==> src/rtl/regfile_pkg.sv <==
// ---------------------------------------------------------------------------
// regfile_pkg : shared register-file geometry and dump FSM state encoding
// Rev 1.0
// ---------------------------------------------------------------------------
`default_nettype none

package regfile_pkg;

  localparam int REG_ADDR_W = 5;
  localparam int REG_DATA_W = 32;
  localparam int NUM_REGS   = 1 << REG_ADDR_W;

  localparam logic [1:0] ST_IDLE  = 2'd0;
  localparam logic [1:0] ST_FETCH = 2'd1;
  localparam logic [1:0] ST_WAIT  = 2'd2;
  localparam logic [1:0] ST_DONE  = 2'd3;

  typedef enum logic [1:0] {
    S_IDLE  = ST_IDLE,
    S_FETCH = ST_FETCH,
    S_WAIT  = ST_WAIT,
    S_DONE  = ST_DONE
  } dump_state_t;

endpackage

`default_nettype wire

==> src/rtl/regfile_dump_ctrl.sv <==
// ---------------------------------------------------------------------------
// regfile_dump_ctrl : walks a register-file address range and streams each
// word out on a valid/ready interface, tagged with its address.
// Rev 1.0
// ---------------------------------------------------------------------------
`default_nettype none

module regfile_dump_ctrl
  import regfile_pkg::*;
#(
  parameter int ADDR_W = REG_ADDR_W,
  parameter int DATA_W = REG_DATA_W
) (
  input  logic              clk,
  input  logic              rstb,
  input  logic              start,
  input  logic [ADDR_W-1:0] first_addr,
  input  logic [ADDR_W-1:0] last_addr,
  input  logic              abort,
  output logic              busy,
  output logic              done,
  output logic [ADDR_W-1:0] rd_addr,
  input  logic [DATA_W-1:0] rd_data,
  output logic              out_valid,
  input  logic              out_ready,
  output logic [ADDR_W-1:0] out_addr,
  output logic [DATA_W-1:0] out_data,
  output logic              out_last
);

  dump_state_t       state;
  dump_state_t       state_nxt;
  logic [ADDR_W-1:0] cur_addr;
  logic [ADDR_W-1:0] end_addr;
  logic              handshake;

  assign handshake = out_valid && out_ready;
  assign rd_addr   = cur_addr;
  assign busy      = (state == S_FETCH) || (state == S_WAIT);
  assign done      = (state == S_DONE);

  always_ff @(posedge clk or negedge rstb) begin
    if (!rstb) begin
      state <= S_IDLE;
    end else begin
      state <= state_nxt;
    end
  end

  always_comb begin
    state_nxt = state;
    unique case (state)
      S_IDLE:  if (start) state_nxt = S_FETCH;
      S_FETCH: state_nxt = S_WAIT;
      S_WAIT:  if (handshake) state_nxt = out_last ? S_DONE : S_FETCH;
      S_DONE:  state_nxt = S_IDLE;
      default: state_nxt = S_IDLE;
    endcase
    // abort outranks everything, including a same-cycle start
    if (abort) state_nxt = S_IDLE;
  end

  always_ff @(posedge clk or negedge rstb) begin
    if (!rstb) begin
      cur_addr  <= '0;
      end_addr  <= '0;
      out_valid <= 1'b0;
      out_addr  <= '0;
      out_data  <= '0;
      out_last  <= 1'b0;
    end else if (abort) begin
      out_valid <= 1'b0;
      out_last  <= 1'b0;
    end else begin
      unique case (state)
        S_IDLE: begin
          if (start) begin
            cur_addr <= first_addr;
            end_addr <= last_addr;
          end
        end
        S_FETCH: begin
          // rd_data is combinational off cur_addr, so it is captured here
          out_data  <= rd_data;
          out_addr  <= cur_addr;
          out_last  <= (cur_addr == end_addr);
          out_valid <= 1'b1;
        end
        S_WAIT: begin
          if (handshake) begin
            out_valid <= 1'b0;
            if (!out_last) cur_addr <= cur_addr + 1'b1;
          end
        end
        default: ;
      endcase
    end
  end

endmodule

`default_nettype wire

==> config.mk <==
export PLATFORM = sky130hd
export DESIGN_NAME = regfile_dump_ctrl
export DESIGN_NICKNAME = d
export VERILOG_FILES = /design/src/rtl/regfile_pkg.sv /design/src/rtl/regfile_dump_ctrl.sv
export SDC_FILE = /design/constraint.sdc
export NUM_CORES = 1
export LEC_CHECK = 0
export CORE_ASPECT_RATIO = 0.8
export CORE_MARGIN = 2
export CORE_UTILIZATION = 35
export CTS_CLUSTER_SIZE = 24
export DETAILED_ROUTE_END_ITERATION = 8
export GPL_TIMING_DRIVEN = 0
export PLACE_DENSITY = 0.68
export SYNTH_ARGS = -nofsm -noshare
export SYNTH_HDL_FRONTEND = slang
export SYNTH_SLANG_ARGS = --single-unit
==> constraint.sdc <==
create_clock -name clk -period 1.8 [get_ports clk]
set_input_delay 0.36 -clock clk [delete_from_list [all_inputs] [get_ports clk]]
set_output_delay 0.36 -clock clk [all_outputs]
set_load 0.01 [all_outputs]
==> results of run 1 <==
[logic make-up (layout without fill, tap and decap cells)]
kind of cell | count (synthesis) | after routing
AOI/OAI and AO/OA | 18 | 18
DFF | 51 | 51
adders and majority gates | 5 | 5
xor gates and xnor gates | 3 | 3
muxes | 45 | 45
buffers and inverters | 12 | 116
and+or+nand+nor | 23 | 23
[cell type report]
class,count,area [um2],area share (%)
Inverter,6,22.5,0.665
Buffer,6,50.0,1.48
Clock buffer,5,68.8,2.03
Multi-Input combinational cell,94,882,26.1
Tap cell,81,101,2.99
Sequential cell,51,1280,37.8
Clock inverter,2,13.8,0.407
Timing Repair Buffer,97,967,28.6
[layer usage]
metal | global-route usage (%) | vias up | wire [um]
met5 | 0 | - | 0
met4 | 2.45 | 0 | 11
met3 | 5.31 | 2 | 392
met2 | 22.6 | 65 | 2080
met1 | 17.2 | 761 | 2220
li1 | - | 768 | -
[worst reg2reg max path, delay by kind of cell (launching register included)]
kind / cells / cell delay [ns]
flops: 1 / 0.36
mux: 1 / 0.29
simple gates: 1 / 0.26
compound gates: 1 / 0.25
buf+inv: 2 / 0.24
fa+ha+maj: 1 / 0.20
[sequential cells by signal, indices dropped and copies added (netlist names)]
signal	count
out_last	1
state	2
out_data	32
end_addr	5
out_valid	1
out_addr	5
rd_addr	5
[worst max-delay path by stage]
stage | startpoint | endpoint | slack [ns] | cells past startpoint
2_1_floorplan | state[0] | rd_addr[0] | 0.10 | 5
3_3_place_gp | rstb | out_data[25] | -1.22 | 1
3_5_place_dp | abort | out_addr[0] | -0.25 | 5
4_1_cts | state[1] | out_data[22] | 0.002 | 6
5_1_grt | state[1] | out_data[28] | 0.006 | 6
6_report | state[1] | rd_addr[0] | 0.09 | 6
[repair_timing]
item / CTS / global route
hold endpoints to repair: 0 / 0
resized for setup: 2 / 10
buffers inserted: 2 / 2
pin swaps: 0 / 2
endpoints found under the setup margin: 23 / 26
[layout by cell type, fill, tap and decap left out, types with 2 or more instances in the layout]
| cell | count |
|---|---|
| nand2_1 | 4 |
| clkbuf_8 | 5 |
| mux2i_1 | 2 |
| buf_4 | 4 |
| dlygate4sd2_1 | 2 |
| buf_6 | 4 |
| nor3b_1 | 3 |
| a21oi_1 | 5 |
| mux2_2 | 42 |
| dfrtp_2 | 3 |
| dfrtp_1 | 48 |
| nor4b_1 | 3 |
| nand3b_1 | 2 |
| a31oi_1 | 3 |
| nor2_1 | 3 |
| clkdlybuf4s50_1 | 89 |
| buf_2 | 2 |
| xor2_1 | 2 |
| nand3_1 | 3 |
| ha_1 | 4 |
| inv_1 | 6 |
| a21o_1 | 2 |
| o211ai_1 | 2 |
[per-stage QoR]
stage / area, um2 / util, % / std cells
floorplan: 2210 / - / 157
global placement: 3240 / 53.9 / 330
detailed placement: 3250 / 54.1 / 331
CTS: 3350 / 55.7 / 340
global route: 3390 / 56.4 / 342
finish: 3390 / 56.4 / 342
[power by group through the flow]
stage               Combinational, mW  Sequential (mW)  Clock, mW
finish                           2.74             2.08      0.628
global route                     2.96             2.17      0.710
floorplan                        1.10             2.31          0
global placement                 2.66             2.09          0
CTS                              2.72             2.08      0.661
detailed placement               2.69             2.12          0
==> impl_results.md, run 1 <==
- Result of the run: finished, final reports clean
- WP data required: 1.98 ns
- PD cells: 1610 mW/mm2
- Critical path class: reg2reg
- Ys flop type: dfrtp_1
- Largest family of logic cells by synthesized area: multiplexers
- Clock transition at path regs: around 0.09 ns
- Synthesis-stage register bit count: 51
- Largest net degree at the start of global routing: 30
- Post-synth top area cell: dfrtp_1
- Hold-fix buffers, CTS: 0
- Synth cell count leaders: dfrtp_1 (51), mux2_2 (42), inv_1 (6)
- H-tree depth: 2
- Final setup violating endpoints: 0
- R2R Setup Slk: approximately 0.09 ns
- FF-to-FF End: rd_addr[0]
- Worst-Margin Slew: just over 0.5 ns
- Synthesized area: about 0.0022 mm2
- Routed via count: roughly 1600
- Initial antenna violation count: 0
- Ys async rst share: 100%
- DR pass1 iterations: 4
- Boundary Pins: 93
- Total Power: 5.45 mW
- Worst-case clock buffer depth: 2
- Antenna Cells: 0
- P_sw: 1.76 mW
- Top-count cell post-synth: dfrtp_1
- Worst hold slack: around 0.023 ns
- Root Buffer: clkbuf_8
- Fin nets: 313
- FF-to-FF path depth: 6
- TNS Setup: 0 ns
- Number of global-route vias before repair: 1588
- Pleak: approximately 1.4 nW
- CTS tree: done
- Core area: around 0.006 mm2
- Period utilisation layout: between 90% and 100%
- Tmin final: 1.71 ns
- Worst slack, placed: -0.245 ns
- Flop pwr share: between 30% and 40%
- Port-buffer cells: approximately 90
- CP max stage delay: 0.36 ns
- Synth Area in Adders: approximately 2.8%
- Seq/Total Area, Yosys: between 50 and 60%
- CP top delay family: flip-flops
- Post-Route WL: ~4700 um
- Post-Synth Simple-Gate Area: between 6 and 7%
- Int Pwr: around 3.7 mW
- Buf/Inv on CP: 2
- Clk_lat worst skew: 0.30 ns
- Post-Synth XOR/XNOR Area: between 1 and 1.5%
- Drt wl/cell: ~14 um
- All-Layer GR Usage: a little over an eighth
- Die Ht: between 70 and 80 um
- Worst r2r src: state[1]
- Worst path slowest cell: dfrtp_1
- Synth top area share: slightly below 60%
- Cell count after synthesis: 157
- VDD IR max: slightly above 0.0008 V
- RSZ-0062 raised after global routing: false
- Global-route wire length before repair: between 7000 and 8000 um
- Syn nets: ~210
- Area delta synth->final: 53.0%
- Fmax: roughly 590 MHz
- Mux cell area share after synthesis: a little under a quarter
- Row cnt: 25
- GR Overflow Total: 0
- CP arrival: ~1.9 ns
- Starting Density: between 30% and 40%
- TritonCTS Buffers: 5
- Initial DRC count: 49
- Dpl hpwl: 3500 um
- DRC viols: 0
- Setup ws final: a little over 0.09 ns
- Startpoint Class: flip-flop
- Worst-path fanout max: 7
- Share of cells above drive strength 1: 26.4%
- Fill cells: between 500 and 600
- DRT antenna net count: 0
- Clock Skew: ~0.0062 ns
- Syn Area/Cell: 14.1 um2
- Ranking of synthesized cells by area: dfrtp_1 (58%), mux2_2 (21%), ha_1 (2.8%)
- Rel. slew slack: between 60% and 70%
- Clock Power Share: ~12%
- Hold crit path type: in2async
- EDFF count, synth: 0
- Worst Setup End Kind: flip-flop
- Worst-path cell chain: inv_1, ha_2, and2b_2, a211oi_4, buf_6, mux2_4
- Gp weighted congestion: ~0.73
- Comb pwr share: approximately 50%
- Final Hold Viols: 0
- Via density: between 4 and 5
- TritonCTS Sinks: 51
- Die Area: 0.00698 mm2
- Synth unique cells: 32
- Max cap viols: 0
- Max Slew Vio Count: 0
- Switching share of power: 32.2%
- Chip width: 92.9 um
- Syn. warnings: 0
- Area fraction in compound gates after synthesis: roughly 6.4%
Power figures use the tool's default switching activity.
==> run 2: changes to the inputs <==
GPL_ROUTABILITY_DRIVEN = 1   (was default)
==> results of run 2 <==
Same layout as run 1: the final DEF is identical, and so are final timing and power.
